<file path="src/rtl/fifo_pkg.sv">
// Shared definitions for the FIFO read-side stream stage: default data width,
// skid buffer depth and the mod-3 pointer increment.
package fifo_pkg;

  localparam int unsigned FIFO_D_WIDTH  = 16;
  localparam int unsigned RD_SKID_DEPTH = 3;

  // Pointer into the 3-entry skid buffer; only 0..2 are ever used.
  typedef logic [1:0] skid_ptr_t;

  // Advance a skid pointer, wrapping 2 -> 0.
  function automatic skid_ptr_t skid_ptr_inc(input skid_ptr_t p);
    skid_ptr_t r;
    if (p == 2'd2) begin
      r = 2'd0;
    end else begin
      r = p + 2'd1;
    end
    return r;
  endfunction

endpackage

</file>
<file path="src/rtl/rd_skid_buf.sv">
// rd_skid_buf: 3-entry circular buffer absorbing the FIFO's read latency.
// A word arriving from the FIFO (push_i) is written at wptr; the head at rptr
// is presented on valid_o/data_o and retired when valid_o && ready_i.
// valid_o and data_o are driven only from registers.
module rd_skid_buf
  import fifo_pkg::*;
#(
  parameter int unsigned DW = FIFO_D_WIDTH
) (
  input  logic          clk_i,
  input  logic          rst_ni,
  input  logic          push_i,
  input  logic [DW-1:0] push_data_i,
  input  logic          ready_i,
  output logic          valid_o,
  output logic [DW-1:0] data_o,
  output logic [1:0]    occ_o
);

  logic [DW-1:0] mem_q [RD_SKID_DEPTH];
  skid_ptr_t     wptr_q, wptr_d;
  skid_ptr_t     rptr_q, rptr_d;
  logic [1:0]    occ_q, occ_d;
  logic          pop;

  assign valid_o = (occ_q != 2'd0);
  assign data_o  = mem_q[rptr_q];
  assign occ_o   = occ_q;
  assign pop     = valid_o && ready_i;

  // Next-state for pointers and occupancy; simultaneous push/pop keeps occ.
  always_comb begin
    wptr_d = wptr_q;
    rptr_d = rptr_q;
    occ_d  = occ_q;
    if (push_i) begin
      wptr_d = skid_ptr_inc(wptr_q);
    end
    if (pop) begin
      rptr_d = skid_ptr_inc(rptr_q);
    end
    if (push_i && !pop) begin
      occ_d = occ_q + 2'd1;
    end else if (!push_i && pop) begin
      occ_d = occ_q - 2'd1;
    end
  end

  // Pointer and occupancy registers.
  always_ff @(posedge clk_i or negedge rst_ni) begin
    if (!rst_ni) begin
      wptr_q <= '0;
      rptr_q <= '0;
      occ_q  <= '0;
    end else begin
      wptr_q <= wptr_d;
      rptr_q <= rptr_d;
      occ_q  <= occ_d;
    end
  end

  // Buffer storage; written with the FIFO data the cycle after a pop request.
  always_ff @(posedge clk_i or negedge rst_ni) begin
    if (!rst_ni) begin
      mem_q <= '{default: '0};
    end else if (push_i) begin
      mem_q[wptr_q] <= push_data_i;
    end
  end

endmodule

</file>
<file path="src/rtl/fifo_rd_stream.sv">
// fifo_rd_stream: drains Async_FIFO's read port into a valid/ready stream.
// Credit rule: a pop is requested only while buffered + in-flight words < 3,
// so rd_en never depends on m_ready combinationally.
// Optional feature macro: FIFO_RD_STREAM_CNT_EN (saturating accepted-beat
// counter on words_out; otherwise words_out is tied to 0).
module fifo_rd_stream
  import fifo_pkg::*;
#(
  parameter int unsigned d_width = FIFO_D_WIDTH
) (
  input  logic               rd_Clk,
  input  logic               rd_resetn,
  input  logic               fifo_empty,
  input  logic [d_width-1:0] rd_data,
  output logic               rd_en,
  output logic               m_valid,
  output logic [d_width-1:0] m_data,
  input  logic               m_ready,
  output logic               idle,
  output logic [31:0]        words_out
);

  logic       inflight_q, inflight_d;
  logic [1:0] occ;
  logic [2:0] credit_used;
  logic       pop;

  assign credit_used = {1'b0, occ} + {2'b00, inflight_q};
  assign pop         = m_valid && m_ready;

  // Pop request from registered credit state plus the FIFO empty flag.
  always_comb begin
    rd_en      = rd_resetn && !fifo_empty && (credit_used < 3'd3);
    inflight_d = rd_en;
  end

  // Tracks a request whose data lands on rd_data this cycle.
  always_ff @(posedge rd_Clk or negedge rd_resetn) begin
    if (!rd_resetn) begin
      inflight_q <= 1'b0;
    end else begin
      inflight_q <= inflight_d;
    end
  end

  rd_skid_buf #(
    .DW (d_width)
  ) u_skid (
    .clk_i       (rd_Clk),
    .rst_ni      (rd_resetn),
    .push_i      (inflight_q),
    .push_data_i (rd_data),
    .ready_i     (m_ready),
    .valid_o     (m_valid),
    .data_o      (m_data),
    .occ_o       (occ)
  );

  assign idle = (occ == 2'd0) && !inflight_q && fifo_empty;

`ifdef FIFO_RD_STREAM_CNT_EN
  logic [31:0] cnt_q, cnt_d;

  // Saturating count of accepted output beats.
  always_comb begin
    cnt_d = cnt_q;
    if (pop && (cnt_q != '1)) begin
      cnt_d = cnt_q + 32'd1;
    end
  end

  // Beat counter register.
  always_ff @(posedge rd_Clk or negedge rd_resetn) begin
    if (!rd_resetn) begin
      cnt_q <= '0;
    end else begin
      cnt_q <= cnt_d;
    end
  end

  assign words_out = cnt_q;
`else
  logic unused_pop;
  assign unused_pop = pop;
  assign words_out  = '0;
`endif

endmodule

</file>
<file path="config.mk">
export PLATFORM = sky130hd
export DESIGN_NAME = fifo_rd_stream
export DESIGN_NICKNAME = d
export VERILOG_FILES = /design/src/rtl/fifo_pkg.sv /design/src/rtl/rd_skid_buf.sv /design/src/rtl/fifo_rd_stream.sv
export SDC_FILE = /design/constraint.sdc
export NUM_CORES = 1
export LEC_CHECK = 0
export CAP_MARGIN = 10
export CELL_PAD_IN_SITES_DETAIL_PLACEMENT = 0
export CELL_PAD_IN_SITES_GLOBAL_PLACEMENT = 1
export CORE_ASPECT_RATIO = 1.5
export CORE_MARGIN = 4
export CORE_UTILIZATION = 41
export DETAILED_ROUTE_END_ITERATION = 12
export HOLD_SLACK_MARGIN = 0.12
export PLACE_DENSITY = 0.83
export SLEW_MARGIN = 25
export SYNTH_ARGS = -nofsm -noshare
export SYNTH_HDL_FRONTEND = slang
export SYNTH_HIERARCHICAL = 1
export SYNTH_SLANG_ARGS = --single-unit
</file>
<file path="constraint.sdc">
create_clock -name rd_Clk -period 2.8 [get_ports rd_Clk]
set_clock_uncertainty 0.2 [all_clocks]
set_input_delay 0.42 -clock rd_Clk [delete_from_list [all_inputs] [get_ports rd_Clk]]
set_output_delay 0.42 -clock rd_Clk [all_outputs]
set_load 0.05 [all_outputs]
</file>
After elaboration in Yosys (flattened, before gate mapping). Index checks and enable logic that the tools add are counted. Widths: inputs -> output; s select.

Register bits after elaboration: 55. Input bits: 20. Word-level logic and storage cells: 44.

Add/subtract/negate cells: 5. Magnitude comparators: 4. Eq/ne operators: 2. Mux-type cells: 10. Bitwise operators: 2. Reduce and logical (&&, ||, !) cells: 14.

Operators with widths (count): $bwmux 48 (1); $mux 16 (3); $bmux 16 s2 (1); $demux 16 s2 (1); $logic_and 1x1->1 (8); $mux 2 (4); $add 2x1->2 const B (3); $ge 3x3->1 const B (2); $not 2->3 (2); $eq 2x2->1 const B (2); $reduce_bool 2->1 (2); $add 2x1->3 (1); $logic_not 1->1 (3); $lt 3x1->1 const B (1); $lt 3x2->1 const B (1); $logic_not 2->1 (1); $sub 2x1->2 const B (1).

Depth between registers and ports, before layout.
Word-level depth: 6. Mapped depth: 6.

Cells and area by module. Netlist, hierarchy kept.

By module, submodules not included: rd_skid_buf (times used 1, cells each 178, area each 2426.1 um^2, seq. area each 1351.3 um^2); fifo_rd_stream (times used 1, cells each 39, area each 321.6 um^2, seq. area each 25.0 um^2).

Worst setup path before layout. No wires, ideal clock.

Path type: reg2out. Start: register u_skid.occ_q[0], in the netlist u_skid/occ_o[0]. End: output idle. Data arrival time: 2.111 ns. Required time: 2.180 ns. Slack: 0.069 ns. Stages on the path, launching flop included: 2. Buffers on the path: 0. Path through: dfrtp_1 -> nor4b_1.

Word-level cells in the longest chain between the ends: 3.

RTL lines: from (decl) (line rd_skid_buf.sv:23) `logic [1:0] occ_q, occ_d;`; from (signal assigned) (line rd_skid_buf.sv:54) `occ_q <= '0;`; from (signal assigned) (line rd_skid_buf.sv:58) `occ_q <= occ_d;`; $logic_not 2->1 (line fifo_rd_stream.sv:59) `assign idle = (occ == 2'd0) && !inflight_q && fifo_empty;`; $logic_and 1x1->1 (2 in a row) (line fifo_rd_stream.sv:59); to (decl) (line fifo_rd_stream.sv:19) `output logic idle,`.

Every way passes these cells.

Final worst setup path.
Start: register inflight_q. End: output rd_en.

Word-level cells in the longest chain between the ends: 3.

RTL lines: from (decl) (line fifo_rd_stream.sv:23) `logic inflight_q, inflight_d;`; from (signal assigned) (line fifo_rd_stream.sv:42) `inflight_q <= inflight_d;`; $add 2x1->3 (line fifo_rd_stream.sv:28) `assign credit_used = {1'b0, occ} + {2'b00, inflight_q};`; $lt 3x2->1 (line fifo_rd_stream.sv:33) `rd_en = rd_resetn && !fifo_empty && (credit_used < 3'd3);`; $logic_and 1x1->1 (line fifo_rd_stream.sv:33); to (decl) (line fifo_rd_stream.sv:15) `output logic rd_en,`.

Every way passes these cells.

==> impl_results.md <==
- Rel. slew slack: 35.8%
- Worst reg-to-reg setup slack: 740 ps
- Die Ht: 108 µm
- Remaining global-route overflow: 0
- Cells after synthesis: 217
- First-pass GRT wire length: 8250 µm
- Tmin final: 2600 ps
- Hold Buf Count CTS: 0
- Setup TNS: 0 ps
- WS Path Type: flop to output port
- Total die area: 8100 µm²
- TritonCTS buffer count: 5
- Clock root buffer: clkbuf_8
- Share of layout cells above drive strength 1: 33.3%
- Die width: 74.8 µm
- Maximum vdd drop: 0.000754 V
- Routed Antenna Nets: 0
- Hold Crit Class: primary input to asynchronous set/reset pin
- Crit Reg-Reg Startpoint: inflight_q
- Final hold violation count: 0
- Routed WL: 4980 µm
- Initial cell density of the core: 42.1%
- Required time of the critical path: 2180 ps
- RePlAce Congestion: 0.740
- Synth Warn #: 6
- Port Buffer Count: 38
- Total power: 4.74 mW
- Largest net degree at the start of global routing: 56
- Fmax: 0.384 GHz
- Synthesized cell area: 2750 µm²
- TritonRoute pass-1 iters: 4
- Dpl ws: 525 ps
- Status: finished, final reports clean
- Leak pwr: 1.53 nW
- Unique masters post-synth: 27
- Synthesis-stage register bit count: 55
- Resize count post-CTS: 0
- Crit start category: flop
- TritonCTS Sinks: 55
- Post-DP HPWL: 3690 µm
- Post-CTS setup repair buffer count: 0
- FP Rows: 36
- RSZ-0062 raised after global routing: no
- Fin. max-slew vios: 0
- 1st-iter DRT viols: 57
- Power Density: 1420 nW/µm²
- R2r endpoint: u_skid/mem_q[15]
- Clk Latency, worst-skew pair: 300 ps
- DR DRC count: 0
- Min Hold Slack: 124 ps
- Critical path endpoint category: output port
- N_diodes: 0
- Clock slew at reported path FFs: 90 ps
- Reg2Reg Depth: 3
- Vias: 1,605
- Syn-to-layout area delta: 22.0%
- Num ports: 71
- Critical Path Source: inflight_q
- Syn_area_per_cell: 12.7 µm²
- Max_cap viols: 0
- Avg WL per Cell: 14.8 µm
- Worst slew pin tran: 963 ps
- Vias in the first global route: 1,740
- CORE AREA: 6530 µm²
- Crit-path max FO: 6
- Critical Path AT: 1980 ps
- Clock Path Buffers: 2
- Fill count: 594
- Nets: 283
- CTS tree: yes
- Register area share after synthesis: 50.1%
- H-tree depth: 2
- Vias per cell: 4.76
- Initial antenna violation count: 0
- Period utilization: 93.0%
- Setup violators final: 0
- Global Route Usage Sum: 13.5%
- Setup WS post-layout: 195 ps
[layout by cell type, fill, tap and decap left out]
cell and n:
conb_1 32, buf_2 1, buf_12 18, inv_2 1, or3_1 1, nor3_2 1, mux2i_1 16, nor2b_1 1
mux2_2 39, dfrtp_1 55, clkbuf_8 5, mux2_4 10, buf_4 9, nor4b_1 1, a2111oi_2 1, nand2_1 16
o21ai_0 18, clkdlybuf4s50_1 19, nor2_1 1, xnor2_1 1, a21o_1 2, clkbuf_1 2, nor3_1 1, ha_1 3
inv_1 2, clkinv_2 1, or2_2 1, xor2_1 2, nand3_1 1
[per-stage QoR]
stage          cells  cell area (µm²)  utilization (%)
4_1_cts          337             3350             51.3
3_3_place_gp     329             3270             50.1
5_1_grt          337             3350             51.3
2_1_floorplan    248             2860                -
6_report         337             3350             51.3
3_5_place_dp     329             3270             50.1
[cell usage after synthesis]
library cell / number / area (µm²)
ha_1: 3 / 37.5
xor2_1: 2 / 17.5
a21o_1: 2 / 15.0
or3_1: 1 / 6.26
nor4b_1: 1 / 8.76
nor2_1: 1 / 3.75
buf_6: 1 / 11.3
a2111oi_2: 1 / 15.0
nand3_1: 1 / 5.00
nor2b_1: 1 / 6.26
xnor2_1: 1 / 8.76
buf_2: 5 / 25.0
buf_4: 33 / 248
inv_1: 2 / 7.51
clkbuf_1: 2 / 7.51
mux2_4: 10 / 150
nor3_1: 1 / 5.00
or2_2: 1 / 6.26
conb_1: 1 / 3.75
inv_2: 1 / 3.75
mux2_2: 39 / 439
buf_12: 1 / 20.0
mux2i_1: 16 / 160
nand2_1: 16 / 60.1
o21ai_0: 18 / 90.1
nor3_2: 1 / 10.0
dfrtp_1: 55 / 1380
[critical path: stages, from the launching register on]
cell and delay [ps]:
dfrtp_1 450, ha_1 230, ha_1 280, a2111oi_2 530, buf_12 200
[cell families (layout without fill, tap and decap cells)]
family	after synthesis	in the layout	share of synthesized area [%]
other cells	1	32	0.136
xor+xnor	3	3	0.956
fa+ha+maj	3	3	1.37
flops	55	55	50.1
compound gates	21	21	4.37
buf+inv	45	58	11.7
mux	65	65	27.3
simple gates	24	24	4.05
[flip-flops by register name, indices dropped and copies added (netlist names)]
signal	cells
inflight_q	1
u_skid/mem_q	48
u_skid/occ_o	2
u_skid/rptr_q	2
u_skid/wptr_q	2
[power by group]
part           total [mW]  leakage, nW  internal (mW)  switching [mW]
clock               0.408       0.0422          0.176           0.232
combinational        2.87        0.833           1.40            1.47
sequential           1.46        0.650           1.19           0.267
[final cells by class]
class	count	area, µm²	area share (%)
Sequential cell	55	1380	41.1
Multi-Input combinational cell	148	1160	34.8
Timing Repair Buffer	47	623	18.6
Tap cell	76	95.1	2.84
Clock buffer	7	76.3	2.28
Inverter	3	11.3	0.336
Clock inverter	1	5.00	0.149
[worst max-delay path by stage]
stage | endpoint | cells past startpoint
final | rd_en | 4
after CTS | rd_en | 4
after global placement | idle | 3
after floorplan | idle | 1
after detailed placement | rd_en | 4
after global routing | rd_en | 4
[routing by layer]
layer	vias to the layer above	GRT usage, %	routed length (µm)
met5	-	0	0
met4	0	5.09	87
met3	6	2.88	228
met2	41	22.8	2680
met1	794	16.6	1980
li1	764	-	-
(Power assumes the default switching activity.)
